[src/rtl/cla_seq_add.sv]
// Wide add/subtract that reuses one SLICE-bit carry-lookahead adder over
// WIDTH/SLICE cycles, with valid/ready handshakes on both sides.

module cla_add #(
  parameter int unsigned BITS = 8
) (
  input  logic [BITS-1:0] a,
  input  logic [BITS-1:0] b,
  input  logic            ci,
  output logic [BITS-1:0] s,
  output logic            co
);

  logic [BITS-1:0] g;
  logic [BITS-1:0] p;
  logic [BITS:0]   c;
  logic            acc;
  logic            pp;
  int unsigned     j;

  // Each carry is the flat OR of generate terms gated by the propagate run above them.
  always_comb begin
    g    = a & b;
    p    = a ^ b;
    c    = '0;
    c[0] = ci;
    acc  = 1'b0;
    pp   = 1'b1;
    j    = 0;
    for (int unsigned i = 1; i <= BITS; i++) begin
      acc = 1'b0;
      pp  = 1'b1;
      for (int unsigned n = 0; n < i; n++) begin
        j   = i - 1 - n;
        acc = acc | (pp & g[j]);
        pp  = pp & p[j];
      end
      c[i] = acc | (pp & ci);
    end
  end

  assign s  = p ^ c[BITS-1:0];
  assign co = c[BITS];

endmodule

module cla_seq_add #(
  parameter int unsigned WIDTH = 32,
  parameter int unsigned SLICE = 8
) (
  input  logic             clk,
  input  logic             rst_n,
  input  logic             in_valid,
  output logic             in_ready,
  input  logic [WIDTH-1:0] in_a,
  input  logic [WIDTH-1:0] in_b,
  input  logic             in_sub,
  input  logic             in_ci,
  output logic             out_valid,
  input  logic             out_ready,
  output logic [WIDTH-1:0] out_sum,
  output logic             out_co,
  output logic             out_ovf,
  output logic             busy
);

  localparam int unsigned NSLICE = WIDTH / SLICE;
  localparam int unsigned KW     = (NSLICE > 1) ? $clog2(NSLICE) : 1;
  localparam logic [KW-1:0] K_LAST = KW'(NSLICE - 1);

  typedef enum logic [1:0] {
    S_IDLE = 2'd0,
    S_RUN  = 2'd1,
    S_DONE = 2'd2
  } state_t;

  state_t           state_q;
  logic [KW-1:0]    k_q;
  logic [WIDTH-1:0] opa_q;
  logic [WIDTH-1:0] opb_q;
  logic [WIDTH-1:0] sum_q;
  logic             carry_q;
  logic             ovf_q;

  logic [SLICE-1:0] sl_a;
  logic [SLICE-1:0] sl_b;
  logic [SLICE-1:0] sl_s;
  logic             sl_co;
  logic             accept;

  assign sl_a = opa_q[k_q*SLICE +: SLICE];
  assign sl_b = opb_q[k_q*SLICE +: SLICE];

  cla_add #(.BITS(SLICE)) u_slice (
    .a  (sl_a),
    .b  (sl_b),
    .ci (carry_q),
    .s  (sl_s),
    .co (sl_co)
  );

  assign in_ready  = (state_q == S_IDLE) || ((state_q == S_DONE) && out_ready);
  assign out_valid = (state_q == S_DONE);
  assign busy      = (state_q == S_RUN);
  assign out_sum   = sum_q;
  assign out_co    = carry_q;
  assign out_ovf   = ovf_q;
  assign accept    = in_valid && in_ready;

  // A load can only happen from IDLE or a completing DONE, so it takes priority over the state case.
  always_ff @(posedge clk or negedge rst_n) begin
    if (!rst_n) begin
      state_q <= S_IDLE;
      k_q     <= '0;
      opa_q   <= '0;
      opb_q   <= '0;
      sum_q   <= '0;
      carry_q <= 1'b0;
      ovf_q   <= 1'b0;
    end else if (accept) begin
      opa_q   <= in_a;
      opb_q   <= in_sub ? ~in_b : in_b;
      carry_q <= in_sub ? ~in_ci : in_ci;
      k_q     <= '0;
      state_q <= S_RUN;
    end else begin
      case (state_q)
        S_IDLE: ;
        S_RUN: begin
          sum_q[k_q*SLICE +: SLICE] <= sl_s;
          carry_q <= sl_co;
          if (k_q == K_LAST) begin
            ovf_q   <= (opa_q[WIDTH-1] == opb_q[WIDTH-1]) && (sl_s[SLICE-1] != opa_q[WIDTH-1]);
            state_q <= S_DONE;
          end else begin
            k_q <= k_q + 1'b1;
          end
        end
        S_DONE: begin
          if (out_ready) state_q <= S_IDLE;
        end
        default: state_q <= S_IDLE;
      endcase
    end
  end

endmodule

[config.mk]
export PLATFORM = sky130hd
export DESIGN_NAME = cla_seq_add
export DESIGN_NICKNAME = d
export VERILOG_FILES = /design/src/rtl/cla_seq_add.sv
export SDC_FILE = /design/constraint.sdc
export NUM_CORES = 1
export LEC_CHECK = 0
export ABC_AREA = 1
export CORE_MARGIN = 2
export CORE_UTILIZATION = 46
export CTS_CLUSTER_SIZE = 16
export DETAILED_ROUTE_END_ITERATION = 8
export PLACE_DENSITY = 0.83
export SLEW_MARGIN = 20
export SYNTH_ARGS = -nofsm -noshare
export SYNTH_HDL_FRONTEND = slang
export SYNTH_HIERARCHICAL = 1
export SYNTH_SLANG_ARGS = --single-unit
[constraint.sdc]
create_clock -name clk -period 2.9 [get_ports clk]
set_input_delay 0.58 -clock clk [delete_from_list [all_inputs] [get_ports clk]]
set_output_delay 0.58 -clock clk [all_outputs]
set_load 0.01 [all_outputs]
==> results.md, run 1 <==
* Depth of the CTS H-tree at 3
* Starting Density at 46.8%
* VDD IR max at 0.610 mV
* Final instance area at 0.00738 mm^2
* Worst-path clk slew at 0.07 ns
* CTS Buf Count at 9
* Layout cells sized above 1 at 6.26%
* Launch point of the worst reg-to-reg path: k_q[0]
* Postcts setup bufs at 0
* Leak pwr at roughly 4 nW
* Grt peak-use layer: met2
* RR Endpoint: out_sum[15]
* Core box area at between 0.01 and 0.015 mm^2
* Vias in the first global route at 5165
* Fill cells at about 1100
* Initial antenna violation count at 0
* Syn nets at 918
* Commonest non-fill, non-tap cell in the layout: nand2_1
* Largest net degree at the start of global routing at 103
* I/O Pins at 107
* Worst-Margin Slew at 0.628 ns
* DIE AREA at around 0.014 mm^2
* Met1 usage at 31.3%
* Final setup viols at 0
* Worst Setup EP: out_sum[15]
* Critical Path AT at 2.89 ns
* Clock Sinks at 102
* Crit path launch type: flip-flop
* Syn Area/Cell at 7.06 um^2
* Clock insertion delay at the later pin of the skew report at 0.35 ns
* Routed vias/inst at 5.05
* Worst-case clock buffer depth at 2
* GR Overflow Total at 0
* Worst Reg-to-Reg Cells at 18
* WP data required at 3.20 ns
* Met3 global-route usage at 2.52%
* Status: finished, final reports clean
* DRC Markers at 0
* #FFs+latches synth at between 100 and 150
* Die height at 117 um
* Cts hold-fix bufs at 0
* Worst Path Max Fanout at 31
* Worst R2R Setup Slack at ~0.3 ns
* Final Cycle Share at 89.6%
* First-pass GRT wire length at approximately 25 mm
* Met2 Resource Use GR at 38.0%
* Power Density at 1190 mW/mm^2
* Max frequency at between 300 and 400 MHz
* Crit end category: flip-flop
* Crit path kind: reg -> reg
* Distinct cells, synth at 30
* Post-synthesis sequential area ratio at 43.4%
* Site row count at 41
* CTS resizes at 0
* Hold crit path type: in -> async
* Relative slew margins at between 50% and 60%
* Setup_tns at 0 ns
* Tmin final at 2.60 ns
* Most frequent cells in the layout: nand2_1 (374), clkdlybuf4s50_1 (104), dfrtp_1 (102)
* CTS Root Cell: clkbuf_16
* Via count at about 5500
* Fin. max-slew vios at 0
* Final hold vios at 0
* GRT Total Usage at 23.0%
* RSZ-0062 raised after global routing: no
* Total Routed Length at 14.6 mm
* Layout area overhead at 25.5%
* GP Congestion at between 0.8 and 0.9
* Detail Placement HPWL at just over 10 mm
* # port buffers at 106
* Initial detailed-routing violation count at ~570
* Average wire per standard cell at about 13 um
* Post-DRT Antenna Nets at 0
* Die width at between 100 and 150 um
* CTS tree: done
* Clock Skews at between 0.01 and 0.015 ns
* Post-synthesis cell area at 0.00588 mm^2
* Area after DPL at roughly 0.0071 mm^2
* Synth Instances at 833
* Antenna diode instance count at 0
* Max Cap Viol at 0
* Crit path launch: k_q[0]
* DRT Pass-1 Iters at 5
* Syn. warnings at 6
* Post-layout nets at 1006
[final cells by class]
| class | count | area [um^2] | share of cell area, % |
|---|---|---|---|
| Inverter | 84 | 329 | 4.46 |
| Clock inverter | 6 | 68.8 | 0.932 |
| Sequential cell | 102 | 2550 | 34.6 |
| Timing Repair Buffer | 122 | 1200 | 16.2 |
| Multi-Input combinational cell | 602 | 2780 | 37.7 |
| Clock buffer | 10 | 239 | 3.24 |
| Tap cell | 172 | 215 | 2.91 |
[layer usage]
layer / part of all wire (%) / up-vias
li1: - / 2775
met1: 45 / 2541
met2: 48 / 196
met3: 4.7 / 29
met4: 2.5 / 0
met5: 0 / -
[sequential cells by signal, indices dropped and copies added (netlist names)]
signal	flops
opa_q	32
opb_q	32
k_q	2
out_co	1
out_ovf	1
out_sum	32
state_q	2
[synthesized netlist by cell type]
| master | number | area (um^2) |
|---|---|---|
| a21oi_1 | 3 | 15.0 |
| a21oi_4 | 1 | 16.3 |
| buf_1 | 6 | 22.5 |
| buf_2 | 16 | 80.1 |
| buf_4 | 1 | 7.51 |
| buf_6 | 4 | 45.0 |
| bufinv_8 | 1 | 17.5 |
| clkbuf_1 | 18 | 67.6 |
| clkinv_1 | 1 | 3.75 |
| dfrtp_1 | 102 | 2550 |
| fa_1 | 1 | 20.0 |
| ha_1 | 14 | 175 |
| inv_1 | 78 | 293 |
| inv_2 | 4 | 15.0 |
| nand2_1 | 374 | 1400 |
| nand2_2 | 8 | 50.1 |
| nand3_1 | 52 | 260 |
| nand3_2 | 3 | 30.0 |
| nand3_4 | 2 | 35.0 |
| nand4_1 | 34 | 213 |
| nor2_1 | 52 | 195 |
| nor2_2 | 1 | 6.26 |
| nor2_4 | 3 | 33.8 |
| nor3_1 | 7 | 35.0 |
| o211ai_1 | 16 | 120 |
| o21ai_0 | 25 | 125 |
| o21ai_1 | 1 | 5.00 |
| or2_2 | 1 | 6.26 |
| xnor2_1 | 2 | 17.5 |
| xor2_1 | 2 | 17.5 |
[report_power, final]
part	leakage [nW]	internal (mW)	switching [mW]	total, mW
clock	0.149	0.697	0.543	1.24
combinational	2.51	1.88	3.19	5.07
sequential	1.31	2.04	0.441	2.48
total	3.98	4.62	4.18	8.80
[logic make-up (layout without fill, tap and decap cells)]
| family | Yosys count | count (layout) | share of synthesized area, % |
|---|---|---|---|
| buffers and inverters | 129 | 222 | 9.38 |
| AOI/OAI and AO/OA | 46 | 46 | 4.78 |
| adders and majority gates | 15 | 15 | 3.32 |
| and+or+nand+nor | 537 | 537 | 38.5 |
| DFF | 102 | 102 | 43.4 |
| xor gates and xnor gates | 4 | 4 | 0.595 |
[worst max-delay path, cell delays in order (launching register included)]
cell and delay (ns):
dfrtp_1 0.38, inv_2 0.06, buf_4 0.28, nand2_1 0.10, o211ai_1 0.10, nand2_1 0.11
ha_1 0.36, nand2_2 0.09, nor2_2 0.10, nand3_2 0.11, nand2_2 0.10, nand2_2 0.07
nand2_2 0.07, nand2_1 0.05, nand2_1 0.09, inv_1 0.07, nor3_1 0.22, nand2_1 0.10
nand2_1 0.07
[worst min path at each step]
stage                        start   endpoint  depth (start not counted)
after global routing         rst_n  opa_q[20]                          2
after CTS                    rst_n  opb_q[22]                          2
final                        rst_n  opa_q[26]                          2
after detailed placement  opa_q[0]   opa_q[0]                          2
after floorplan              rst_n     k_q[0]                          0
after global placement    opa_q[0]   opa_q[0]                          2
[per-stage QoR]
step	setup slack [ns]	hold WS (ns)	instances	total power, mW	util [%]
2_1_floorplan	0.524	0.284	833	5.93	-
3_3_place_gp	0.399	0.451	1082	7.27	56.3
3_5_place_dp	0.386	0.454	1082	7.45	56.3
4_1_cts	0.329	0.321	1098	8.75	58.7
5_1_grt	0.0316	0.329	1098	9.62	58.7
6_report	0.303	0.282	1098	8.80	58.7
Power figures use the tool's default switching activity.
==> inputs of run 2 (changes only) <==
- MAX_ROUTING_LAYER: unset -> met4
==> run 2 against run 1 <==
Global-route usage up 0.69 points. Die area is the same. Power hardly changed. Worst setup slack got worse by 0.027 ns. Non-clock buffer count unchanged. Sequential cell count unchanged. Highest routed layer unchanged.
==> results.md, run 2 (synthesis results as in run 1) <==
* DRT Pass-1 Iters at 5
* DRC Markers at 0
* Total Routed Length at 14.6 mm
* Cell with the most instances on the worst path: nand2_1
* Worst Reg-to-Reg Cells at 18
* Hold crit path type: in -> async
* Clock Skews at 0.0104 ns
* WP data required at between 3 and 4 ns
* Max Cap Viol at 0
* CP max stage delay at 0.39 ns
* Power Density at 1190 mW/mm^2
* Largest net degree at the start of global routing at 103
* Initial detailed-routing violation count at 523
* Initial antenna violation count at 0
* GRT Total Usage at 23.7%
* Site row count at 41
* # port buffers at 106
* Die height at around 120 um
* Relative slew margins at 57.9%
* Fill cells at 1121
* CTS resizes at 0
* Worst-Margin Slew at 0.631 ns
* Clock insertion delay at the later pin of the skew report at 0.35 ns
* Net Switching at 4.18 mW
* Max frequency at 381 MHz
* Antenna diode instance count at 0
* RR Endpoint: out_sum[15]
* Detail Placement HPWL at 10.3 mm
* Clock Sinks at 102
* Worst Path Max Fanout at 31
* Average wire per standard cell at 13.3 um
* Post-layout nets at 1006
* Layout cells sized above 1 at 6.26%
* Reg power frac at 28.2%
* CTS Root Cell: clkbuf_16
* Fin. max-slew vios at 0
* Area after DPL at 0.00708 mm^2
* VDD IR max at roughly 0.62 mV
* Crit path launch type: flip-flop
* Pre-CTS setup slack at 0.386 ns
* RSZ-0062 raised after global routing: no
* CTS tree: done
* Core box area at 0.0126 mm^2
* Layout area overhead at 25.5%
* Final worst slack at 0.276 ns
* GR Overflow Total at 0
* Starting Density at 46.8%
* Postcts setup bufs at 0
* Launch point of the worst reg-to-reg path: k_q[0]
* Final hold vios at 0
* Routed vias/inst at 5.04
* Sw frac at 47.5%
* Internal power at 4.62 mW
* Most frequent cells in the layout: nand2_1 (374), clkdlybuf4s50_1 (104), dfrtp_1 (102)
* Setup_tns at 0 ns
* I/O Pins at 107
* Register area at 0.00255 mm^2
* Final Cycle Share at between 90 and 100%
* Status: finished, final reports clean
* Cts hold-fix bufs at 0
* Critical Path AT at 2.92 ns
* Worst path slowest cell: dfrtp_1
* Post-DRT Antenna Nets at 0
* Depth of the CTS H-tree at 3
* Leak pwr at about 4 nW
* First-pass GRT wire length at ~25 mm
* Crit path kind: reg -> reg
* GP Congestion at 0.887
* Footprint of the multi-input gates at 0.00278 mm^2
* Final setup viols at 0
* Clk network pwr share at 14.1%
* Commonest non-fill, non-tap cell in the layout: nand2_1
* Sequence of cells on the critical path: inv_2 > buf_4 > nand2_1 > o211ai_1 > nand2_1 > ha_1 > nand2_2 > nor2_2 > nand3_2 > nand2_2 > nand2_2 > nand2_2 > nand2_1 > nand2_1 > inv_1 > nor3_1 > nand2_1 > nand2_1
* Via count at 5531
* Worst R2R Setup Slack at 0.28 ns
* Tmin final at 2.62 ns
* Gate power share at 57.7%
* Worst-path clk slew at about 0.07 ns
* DIE AREA at 0.0137 mm^2
* Crit end category: flip-flop
* Final instance area at approximately 0.0074 mm^2
* Die width at about 120 um
* Vias in the first global route at approximately 5200
* CTS Buf Count at 9
* Worst-case clock buffer depth at 2
==> run 2: worst max path at each step <==
stage | slack, ns | start | cells past startpoint | end
floorplan | 0.52 | k_q[0] | 18 | out_sum[31]
global placement | 0.40 | out_ready | 4 | in_ready
detailed placement | 0.39 | k_q[0] | 18 | out_sum[15]
CTS | 0.33 | k_q[0] | 18 | out_sum[15]
global route | 0.03 | k_q[0] | 18 | out_sum[15]
finish | 0.28 | k_q[0] | 18 | out_sum[15]
==> run 2: final cells by class <==
cell class	count	share of cell area, %
Sequential cell	102	34.6
Timing Repair Buffer	122	16.2
Clock buffer	10	3.24
Multi-Input combinational cell	602	37.7
Inverter	84	4.46
Clock inverter	6	0.932
Tap cell	172	2.91
==> run 2: power groups by stage <==
stage / combinational [mW] / clock, mW / sequential [mW]
after floorplan: 3.51 / 0 / 2.42
after global placement: 4.81 / 0 / 2.47
after detailed placement: 4.96 / 0 / 2.49
after CTS: 5.03 / 1.24 / 2.47
after global routing: 5.77 / 1.30 / 2.54
final: 5.08 / 1.24 / 2.48
==> run 2: per-stage QoR <==
step | instances | hold slack (ns) | util, % | power [mW]
2_1_floorplan | 833 | 0.284 | - | 5.93
3_3_place_gp | 1082 | 0.451 | 56.3 | 7.27
3_5_place_dp | 1082 | 0.454 | 56.3 | 7.45
4_1_cts | 1098 | 0.321 | 58.7 | 8.75
5_1_grt | 1098 | 0.332 | 58.7 | 9.62
6_report | 1098 | 0.286 | 58.7 | 8.80
==> run 2: worst max-delay path, delay by kind of cell, from the launching register on <==
kind	cells	cell delay, ns
AO/OA/AOI/OAI	1	0.11
adder cells (fa/ha/maj)	1	0.36
buffers and inverters	3	0.41
flip-flops	1	0.39
AND/OR/NAND/NOR	13	1.31
==> run 2: per-layer routing <==
layer  up-vias  track usage [%]  wire length (um)
met3        26             2.37               663
met5         -                -                 0
met1      2552             31.3              6640
met4         0             9.02               354
met2       178             38.1              6990
li1       2775                -                 -
==> inputs of run 3 (changes only) <==
- CORE_UTILIZATION: 46 -> 48
- PLACE_DENSITY: 0.83 -> 0.89
- clock period: 2.9 -> 2.4 ns (I/O delays scaled with it)
==> run 3 against run 2 <==
The flow now finishes with violations (negative setup slack). Sequential share of layout area fell by 1.6 points. Critical path depth stayed put. Clock skew down 0.0024 ns. Sequential power rose by 22%. Utilization up 5.7 points. Largest cell class unchanged. Largest power group unchanged.
==> results.md, run 3 (synthesis results as in run 1) <==
* Reg power frac at 23.9%
* Max frequency at 403 MHz
* Clk network pwr share at 12.2%
* Fin. max-slew vios at 0
* Depth of the CTS H-tree at 3
* Failing checks: negative setup slack
* Die height at 115 um
* Crit-path leading delay family: simple AND/OR/NAND/NOR gates
* Leak pwr at between 4 and 5 nW
* CP Depth at 18
* Most frequent cells in the layout: nand2_1 (369), clkdlybuf4s50_1 (104), dfrtp_1 (102)
* Final hold vios at 0
* WP data required at 2.68 ns
* Power Density at 1640 mW/mm^2
* Average wire per standard cell at between 10 and 15 um
* Hold crit path type: in -> async
* Crit path buffers/inverters at 3
* Crit path launch type: flip-flop
* Detail Placement HPWL at 10.7 mm
* Clock insertion delay at the later pin of the skew report at 0.35 ns
* Worst path slowest cell: dfrtp_1
* Worst-path clk slew at 0.07 ns
* CP max stage delay at 0.42 ns
* Net Switching at about 6.1 mW
* Final Cycle Share at 103%
* Site row count at 40
* Total Routed Length at between 15 and 20 mm
* Vias in the first global route at approximately 5300
* CTS Buf Count at 9
* Register area at approximately 0.0026 mm^2
* Die width at 115 um
* DRC Markers at 0
* Final setup viols at 16
* Worst Path Max Fanout at 11
* Largest net degree at the start of global routing at 53
* Status: complete, but fails checks
* Via count at 5916
* Fill cells at 918
* Layout area overhead at 31.4%
* Cts hold-fix bufs at 0
* Final worst slack at -0.0813 ns
* Post-layout nets at 1019
* Initial detailed-routing violation count at 633
* CTS tree: done
* VDD IR max at 0.958 mV
* Internal power at 6.61 mW
* First-pass GRT wire length at 24.5 mm
* Gate power share at 63.9%
* DIE AREA at 0.0132 mm^2
* Worst Reg-to-Reg Cells at 18
* Routed vias/inst at 5.46
* Relative slew margins at 63.9%
* Clock Skews at 0.00799 ns
* GP Congestion at 0.939
* Pre-CTS setup slack at -0.0374 ns
* Worst-case clock buffer depth at 2
* Commonest non-fill, non-tap cell in the layout: nand2_1
* Footprint of the multi-input gates at 0.00299 mm^2
* Cell with the most instances on the worst path: nand2_1
* Sw frac at 47.8%
* Worst-Margin Slew at 0.541 ns
* Sequence of cells on the critical path: inv_4 > buf_12 > nand2_1 > o211ai_1 > nand2_1 > ha_4 > nand2_4 > nor2_4 > nand3_2 > nand2_2 > nand2_2 > nand2_1 > nand2_1 > nand2_2 > inv_2 > nor3_4 > nand2_1 > nand2_1
* I/O Pins at 107
* RSZ-0062 raised after global routing: yes
* Worst hold slack at 0.118 ns
* Crit path kind: reg -> reg
* Crit end category: flip-flop
* GR Overflow Total at 0
* Antenna diode instance count at 0
* CTS Root Cell: clkbuf_16
* DRT Pass-1 Iters at 5
* Worst R2R Setup Slack at -0.08 ns
* Post-DRT Antenna Nets at 0
* # port buffers at roughly 110
* Max Cap Viol at 0
* Critical Path AT at 2.76 ns
* Initial antenna violation count at 0
* Layout cells sized above 1 at 11.1%
* GRT Total Usage at 23.9%
* Starting Density at around half
* Tmin final at 2.48 ns
* Clock Sinks at 102
* Core box area at 0.0120 mm^2
==> run 3: cell types whose count changed in the layout (fill, tap and decap cells not counted), sizes merged <==
| cell | previous run | this run |
|---|---|---|
| buf | 18 | 29 |
| clkbuf | 10 | 12 |
| inv | 83 | 82 |
| bufinv | 2 | 3 |
| clkinv | 4 | 2 |
==> run 3: through the flow <==
stage               utilization, %  power [mW]  TNS [ns]  cells  area [um^2]
floorplan                        -        7.17         0    833         5880
global placement              59.2        8.92         0   1061         7110
detailed placement            59.2        9.16   -0.0623   1061         7110
CTS                           61.9        10.8         0   1075         7440
global route                  64.4        13.5     -3.24   1084         7730
finish                        64.4        12.7    -0.604   1084         7730
==> run 3: area by class of cell <==
| class | instances | area share, % |
|---|---|---|
| repair buffers | 135 | 17.7 |
| inverters | 84 | 4.29 |
| flip-flops and latches | 102 | 33.0 |
| clock buffers | 10 | 3.09 |
| clock inverters | 4 | 0.938 |
| well taps | 147 | 2.38 |
| multi-input cells | 602 | 38.6 |
==> run 3: path summary, 6_finish.rpt <==
path / endpoint / startpoint
worst min register to register: opa_q[23] / opa_q[23]
worst max register to register: out_sum[30] / k_q[0]
max in group asynchronous: opb_q[26] / rst_n
worst max-delay path: out_sum[30] / k_q[0]
worst min-delay path: opa_q[2] / rst_n
min in group clk: opa_q[23] / opa_q[23]
==> run 3: routing by layer <==
layer | GRT usage (%) | up-vias | routed length, um
li1 | - | 2803 | -
met1 | 29.6 | 2759 | 6650
met2 | 39.8 | 283 | 8000
met3 | 3.28 | 71 | 981
met4 | 9.24 | 0 | 564
met5 | - | - | 0
==> run 3: power by group through the flow <==
| stage | clock (mW) | sequential, mW | combinational (mW) |
|---|---|---|---|
| floorplan | 0 | 2.93 | 4.24 |
| global placement | 0 | 3.00 | 5.92 |
| detailed placement | 0 | 3.01 | 6.16 |
| CTS | 1.54 | 3.00 | 6.29 |
| global route | 1.63 | 3.09 | 8.76 |
| finish | 1.54 | 3.03 | 8.10 |
==> run 3: what timing repair did <==
item,4_1_cts,5_1_grt
gates resized for setup,3,47
setup endpoints to repair,4,25
buffers inserted,0,7
cloned,0,2
pin swaps,0,14
